<file path="src/rtl/restoring_divider.sv">
// rtl/restoring_divider.sv - sequential unsigned radix-2 restoring divider with Start/Busy/Done handshake
// Optional build macro: DIVIDER_DIV0_FAST_EN (divide-by-zero completes in one cycle, skipping iteration)
module restoring_divider #(
    parameter int Operand_Width = 4,
    parameter int Product_Width = 8
) (
    input  logic                     CLK,
    input  logic                     RST,
    input  logic                     Start,
    input  logic [Product_Width-1:0] Dividend,
    input  logic [Operand_Width-1:0] Divisor,
    output logic                     Busy,
    output logic                     Done,
    output logic [Product_Width-1:0] Quotient,
    output logic [Operand_Width-1:0] Remainder,
    output logic                     Div_By_Zero
);

    localparam int CntW = $clog2(Product_Width + 1);

    typedef enum logic [1:0] {
        IDLE = 2'd0,
        RUN  = 2'd1,
        DONE = 2'd2
    } state_t;

    state_t                   state;
    logic [CntW-1:0]          count;
    // Dividend bits leave at the MSB while quotient bits enter at the LSB,
    // so after Product_Width iterations this register holds the quotient.
    logic [Product_Width-1:0] dq;
    logic [Operand_Width-1:0] dvs;
    logic [Operand_Width-1:0] dvd_low;
    logic [Operand_Width:0]   prem;

    logic [Operand_Width+1:0] shifted;
    logic [Operand_Width+1:0] trial;
    logic                     qbit;
    logic [Operand_Width:0]   next_prem;
    logic [Product_Width-1:0] next_dq;
    logic                     dvs_zero;

    // One iteration: shift in the next dividend bit, trial-subtract, keep or restore.
    // prem stays below the divisor, so its top bit is zero and trial's MSB is a clean sign.
    always_comb begin
        shifted   = {prem, dq[Product_Width-1]};
        trial     = shifted - {2'b00, dvs};
        qbit      = ~trial[Operand_Width+1];
        next_prem = qbit ? trial[Operand_Width:0] : shifted[Operand_Width:0];
        next_dq   = {dq[Product_Width-2:0], qbit};
        dvs_zero  = (dvs == '0);
    end

    // Control FSM and datapath registers; results only update on completion.
    always_ff @(posedge CLK) begin
        if (RST) begin
            state       <= IDLE;
            count       <= '0;
            dq          <= '0;
            dvs         <= '0;
            dvd_low     <= '0;
            prem        <= '0;
            Busy        <= 1'b0;
            Done        <= 1'b0;
            Quotient    <= '0;
            Remainder   <= '0;
            Div_By_Zero <= 1'b0;
        end else begin
            Done <= 1'b0;
            case (state)
                IDLE, DONE: begin
                    if (Start) begin
                        dq      <= Dividend;
                        dvs     <= Divisor;
                        dvd_low <= Dividend[Operand_Width-1:0];
                        prem    <= '0;
`ifdef DIVIDER_DIV0_FAST_EN
                        if (Divisor == '0) begin
                            state       <= DONE;
                            count       <= '0;
                            Busy        <= 1'b0;
                            Done        <= 1'b1;
                            Quotient    <= '1;
                            Remainder   <= Dividend[Operand_Width-1:0];
                            Div_By_Zero <= 1'b1;
                        end else begin
                            state <= RUN;
                            count <= CntW'(Product_Width);
                            Busy  <= 1'b1;
                        end
`else
                        state <= RUN;
                        count <= CntW'(Product_Width);
                        Busy  <= 1'b1;
`endif
                    end else begin
                        state <= IDLE;
                        Busy  <= 1'b0;
                    end
                end
                RUN: begin
                    dq    <= next_dq;
                    prem  <= next_prem;
                    count <= count - 1'b1;
                    if (count == CntW'(1)) begin
                        state <= DONE;
                        Busy  <= 1'b0;
                        Done  <= 1'b1;
                        if (dvs_zero) begin
                            Quotient    <= '1;
                            Remainder   <= dvd_low;
                            Div_By_Zero <= 1'b1;
                        end else begin
                            Quotient    <= next_dq;
                            Remainder   <= next_prem[Operand_Width-1:0];
                            Div_By_Zero <= 1'b0;
                        end
                    end
                end
                default: begin
                    state <= IDLE;
                    Busy  <= 1'b0;
                end
            endcase
        end
    end

endmodule

</file>
<file path="config.mk">
export PLATFORM = sky130hd
export DESIGN_NAME = restoring_divider
export DESIGN_NICKNAME = d
export VERILOG_FILES = /design/src/rtl/restoring_divider.sv
export SDC_FILE = /design/constraint.sdc
export NUM_CORES = 1
export LEC_CHECK = 0
export CAP_MARGIN = 20
export CELL_PAD_IN_SITES_DETAIL_PLACEMENT = 1
export CELL_PAD_IN_SITES_GLOBAL_PLACEMENT = 2
export CORE_MARGIN = 4
export CORE_UTILIZATION = 33
export CTS_CLUSTER_DIAMETER = 120
export CTS_CLUSTER_SIZE = 8
export DETAILED_ROUTE_END_ITERATION = 12
export GPL_ROUTABILITY_DRIVEN = 0
export PLACE_DENSITY = 0.88
export SYNTH_ARGS = -nofsm -noshare
export SYNTH_HDL_FRONTEND = slang
export SYNTH_SLANG_ARGS = --single-unit
export TNS_END_PERCENT = 1
</file>
<file path="constraint.sdc">
create_clock -name CLK -period 5.4 [get_ports CLK]
set_clock_uncertainty 0.05 [all_clocks]
set_input_delay 1.08 -clock CLK [delete_from_list [all_inputs] [get_ports CLK]]
set_output_delay 1.08 -clock CLK [all_outputs]
set_load 0.05 [all_outputs]
</file>
Word level (Yosys, flattened, before mapping) --
Index checks and enable logic that the tools add are counted. W data, S select, Z words.
Cells by class: add/sub/neg operators 2, equality and inequality tests 5, multiplexer cells 17, bitwise operators 2, reduce and logical (&&, ||, !) cells 8
Operators by type and width (count):
- $mux W8 | 2
- $pmux W8 S2 | 1
- $mux W5 | 2
- $pmux W5 S2 | 1
- $mux W4 | 2
- $pmux W4 S2 | 1
- $reduce_and A2 Y1 | 3
- $sub A6 B4 Y6 | 1
- $mux W1 | 5
- $eq A4 B1 Y1 const B | 1
- $logic_not A4 Y1 | 1
- $ne A2 B2 Y1 const B | 2
- $pmux W2 S2 | 1
- $reduce_or A2 Y1 | 2
- $sub A4 B1 Y4 const B | 1
- $eq A2 B1 Y1 const B | 1
- $eq A2 B2 Y1 const B | 1
- $logic_not A2 Y1 | 1
- $mux W2 | 1
- $not A1 Y1 | 2
- $pmux W1 S2 | 1
- $reduce_bool A2 Y1 | 1
Storage, ports and cells: bits in registers 42, output and inout port bits 15, logic and storage cells 45

Depth between registers and ports, before layout --
depth in word-level cells 4, depth in mapped cells 9, mapped depth without buffers 9

Worst setup path after synthesis --
Ideal clock, no wire load.
path kind input -> register, from input Start, to register dq[0], data arrival time 1.965 ns, slack 3.311 ns, stages on the path 5, cells stage by stage nor2b_1 -> clkbuf_1 -> nor2_1 -> nand2_1 -> a31oi_1
Between the ends: longest elaborated chain between the ends 2
RTL lines:
- start, declared | RTL line 9 | input logic Start,
- $ne A2 B2 Y1 (no source line)
- $reduce_and A2 Y1 (no source line)
- end signal, assigned | RTL line 73 | dq <= Dividend;
- end signal, assigned | RTL line 102 | dq <= next_dq;
- end, declared | RTL line 31 | logic [Product_Width-1:0] dq;
Every way passes these cells. A chain may end at the register's enable or synchronous reset.

Worst setup path after layout --
from input Start, to register count[0]
Between the ends: longest elaborated chain between the ends 2
RTL lines:
- $ne A2 B2 Y1 (no source line)
- $reduce_and A2 Y1 (no source line)
- end signal, assigned | RTL line 93 | count <= CntW'(Product_Width);
- end signal, assigned | RTL line 104 | count <= count - 1'b1;
- end, declared | RTL line 28 | logic [CntW-1:0] count;
Every way passes these cells.

==> metrics.txt <==
run status=finished, final reports clean; Synth Register Bits=41; # Post-CTS Setup Buffers=0; Worst R2R Start=dvs[1]$_SDFFE_PP0P_; Worst slew margin=0.548; WP data required=5520 ps; Top delay family on crit path=buffers and inverters; Async SR Flop Fraction=0; Critical Path Start=Start; Unique masters post-synth=38; H-tree Lvls=2; worst r2r path cells=7; Cells after Synth=225; Syn Area/Cell=8.29 um2; # DRC=0; final setup fails=0; drt via density=5.15; Initial Util=0.339; Yosys Warn Count=0; num rows=27; total CTS buffers=5; clock-pin slew on the worst setup and hold paths=80 ps; input/output buffers=29; CP Capture Point=count[0]$_SDFFE_PP0P_; sequential area share after synthesis=0.440; CP bufs+invs=2; hold crit path type=reg -> reg; Setup crit end kind=flop; grt total ovfl=0; HPWL Detailed=3.53 mm; PwrDens=310 nW/um2; crit path kind=in -> reg; core area=5510 um2; number of global-route vias before repair=1,743; Die Wd=83.2 um; Post-synth EDFFs=0; post-DR wirelength/cell=15.0 um; total power=726 uW; slowest stage cell, crit path=nor2b_1; Worst-Skew Late Latency=290 ps; CTS tree=yes; die area=6920 um2; DR WL met2=2.21 mm; max incr delay on CP=530 ps; RSZ-0062 raised after global routing=no; first-pass GRT wire length=8.40 mm; Peak VDD IR=0.000156 V; Initial DRC Count=76; CTS sink cnt=41; worst hold path stage count=2; cell chain of the critical path=clkdlybuf4s50_1 > nor2b_1 > buf_4 > nor2_1 > a21oi_1 > nor2_1; Final Hold Fails=0; Chip Height=83.2 um; Fin Setup TNS=0 ps; clock buffer depth=2; ANT nets after route=0; area grow syn2layout=25.7%; total of max-cap violations=0; CTS Hold Bufs=0; wire length on met3=153 um; leakage power=0.832 nW; detailed-route wire length on metal 1=2.47 mm; net count after synthesis=247; initial antenna violation count=0; worst-path fanout max=10; CTS root buffer=clkbuf_8; nets=276; achievable frequency=0.378 GHz; DRT Pass-1 Iters=4; reg-to-reg critical path endpoint=Remainder[3]$_SDFFE_PP0P_; Period minus WS final=2650 ps; R2R Setup Slk=3040 ps; CP Depth=6; Slew @ Worst Pin=661 ps; Most used DFF post-synth=dfxtp_1; layout cell share with drive strength beyond 1=0.0902; Synth Cell Area=1870 um2; via count=1,684; CP Data Arrival Time=2770 ps; I/O pin cnt=30; all-layer global routing usage=0.147; Post-CTS Resized=0; max-slew violations=0; top sig layer=met4; most frequent CP cell=nor2_1; # diodes=0; Post-Route WL=4.89 mm; startpoint types=input port; pin count of the biggest net entering global routing=41; fin crit share=0.490
==> tightest hold or removal path: stages (launching register included) <==
cell and delay, ps:
dfxtp_1 310, nand2_1 50, a21oi_1 50
==> layout by cell type, fill, tap and decap left out, types with 2 or more instances in the layout <==
cell type	Yosys	layout
a21oi_1	25	25
dfxtp_1	41	41
a22oi_1	4	4
nor2_1	25	25
ha_1	6	6
nand2_1	34	34
clkdlybuf4s50_1	0	29
a22o_1	3	3
a31oi_1	5	5
a211oi_1	2	2
a311oi_1	4	4
nor2b_1	4	4
or3_1	3	3
nand3_1	3	3
nand2b_1	2	2
nor4_1	3	2
inv_1	8	8
nor3_1	18	18
clkbuf_8	0	6
o21ai_0	2	2
mux2i_1	2	2
buf_4	0	6
o2111ai_1	2	2
==> cells in the mapped netlist (2+ instances only) <==
library cell	number	area, um2
nor3_1	18	90.1
nand3_1	3	15.0
ha_1	6	75.1
mux2i_1	2	20.0
a211oi_1	2	15.0
a311oi_1	4	35.0
or3_1	3	18.8
inv_1	8	30.0
o21ai_0	2	10.0
buf_1	2	7.51
nor2b_1	4	25.0
nor2_1	25	93.8
nand2b_1	2	12.5
clkbuf_1	11	41.3
o2111ai_1	2	17.5
a22o_1	3	26.3
nor4_1	3	18.8
a22oi_1	4	30.0
dfxtp_1	41	821
a31oi_1	5	31.3
a21oi_1	25	125
nand2_1	34	128
==> metal layers <==
metal  GRT usage  up-vias
met3      0.0367        5
met4      0.0401        0
li1            -      853
met1       0.199      800
met5           0        -
met2       0.233       26
==> metrics by stage <==
step / setup slack [ps] / util / hold WS [ps] / std cells / area (um2)
2_1_floorplan: 3310 / - / 382 / 225 / 1870
6_report: 2750 / 0.426 / 408 / 327 / 2340
4_1_cts: 2740 / 0.426 / 411 / 327 / 2340
3_5_place_dp: 2420 / 0.408 / 399 / 319 / 2250
3_3_place_gp: 2530 / 0.408 / 391 / 319 / 2250
5_1_grt: 2650 / 0.426 / 428 / 327 / 2340
==> kinds of logic (layout without fill, tap and decap cells) <==
group / count (synthesis) / after routing / synth area share
fa+ha+maj: 7 / 7 / 0.0510
simple gates: 96 / 96 / 0.230
mux: 3 / 3 / 0.0168
compound gates: 55 / 55 / 0.211
buf+inv: 21 / 51 / 0.0423
flops: 41 / 41 / 0.440
xor+xnor: 2 / 2 / 0.00939
==> registers in the layout (all words and copies together), names as in the netlist <==
signal       count
dvs              4
dvd_low          4
Div_By_Zero      1
dq               8
Done             1
Quotient         8
state            1
Busy             1
Remainder        4
prem             5
count            4
==> layout make-up <==
cell class	instances	area (um2)
clock inverter	2	13.8
timing repair buffer	35	335
sequential	41	821
multi-input combinational	163	972
tap	72	90.1
fill	665	3160
clock buffer	6	82.6
inverter	8	30.0
==> worst min-delay path by stage <==
stage	from	endpoint	slack (ps)
floorplan	dvd_low[3]$_SDFFE_PP0P_	dvd_low[3]$_SDFFE_PP0P_	380
finish	dvd_low[3]$_SDFFE_PP0P_	dvd_low[3]$_SDFFE_PP0P_	410
global placement	dvd_low[1]$_SDFFE_PP0P_	dvd_low[1]$_SDFFE_PP0P_	390
detailed placement	dvd_low[0]$_SDFFE_PP0P_	dvd_low[0]$_SDFFE_PP0P_	400
CTS	dvd_low[0]$_SDFFE_PP0P_	dvd_low[0]$_SDFFE_PP0P_	410
global route	dvd_low[0]$_SDFFE_PP0P_	dvd_low[0]$_SDFFE_PP0P_	430
==> where the power goes <==
| part | total (mW) | leakage, nW | switching, mW | internal (mW) |
|---|---|---|---|---|
| clock network | 0.214 | 0.0512 | 0.110 | 0.104 |
| registers | 0.338 | 0.335 | 0.0173 | 0.321 |
| logic | 0.174 | 0.446 | 0.101 | 0.0734 |
Note: power is estimated with default switching activity, not from simulation.
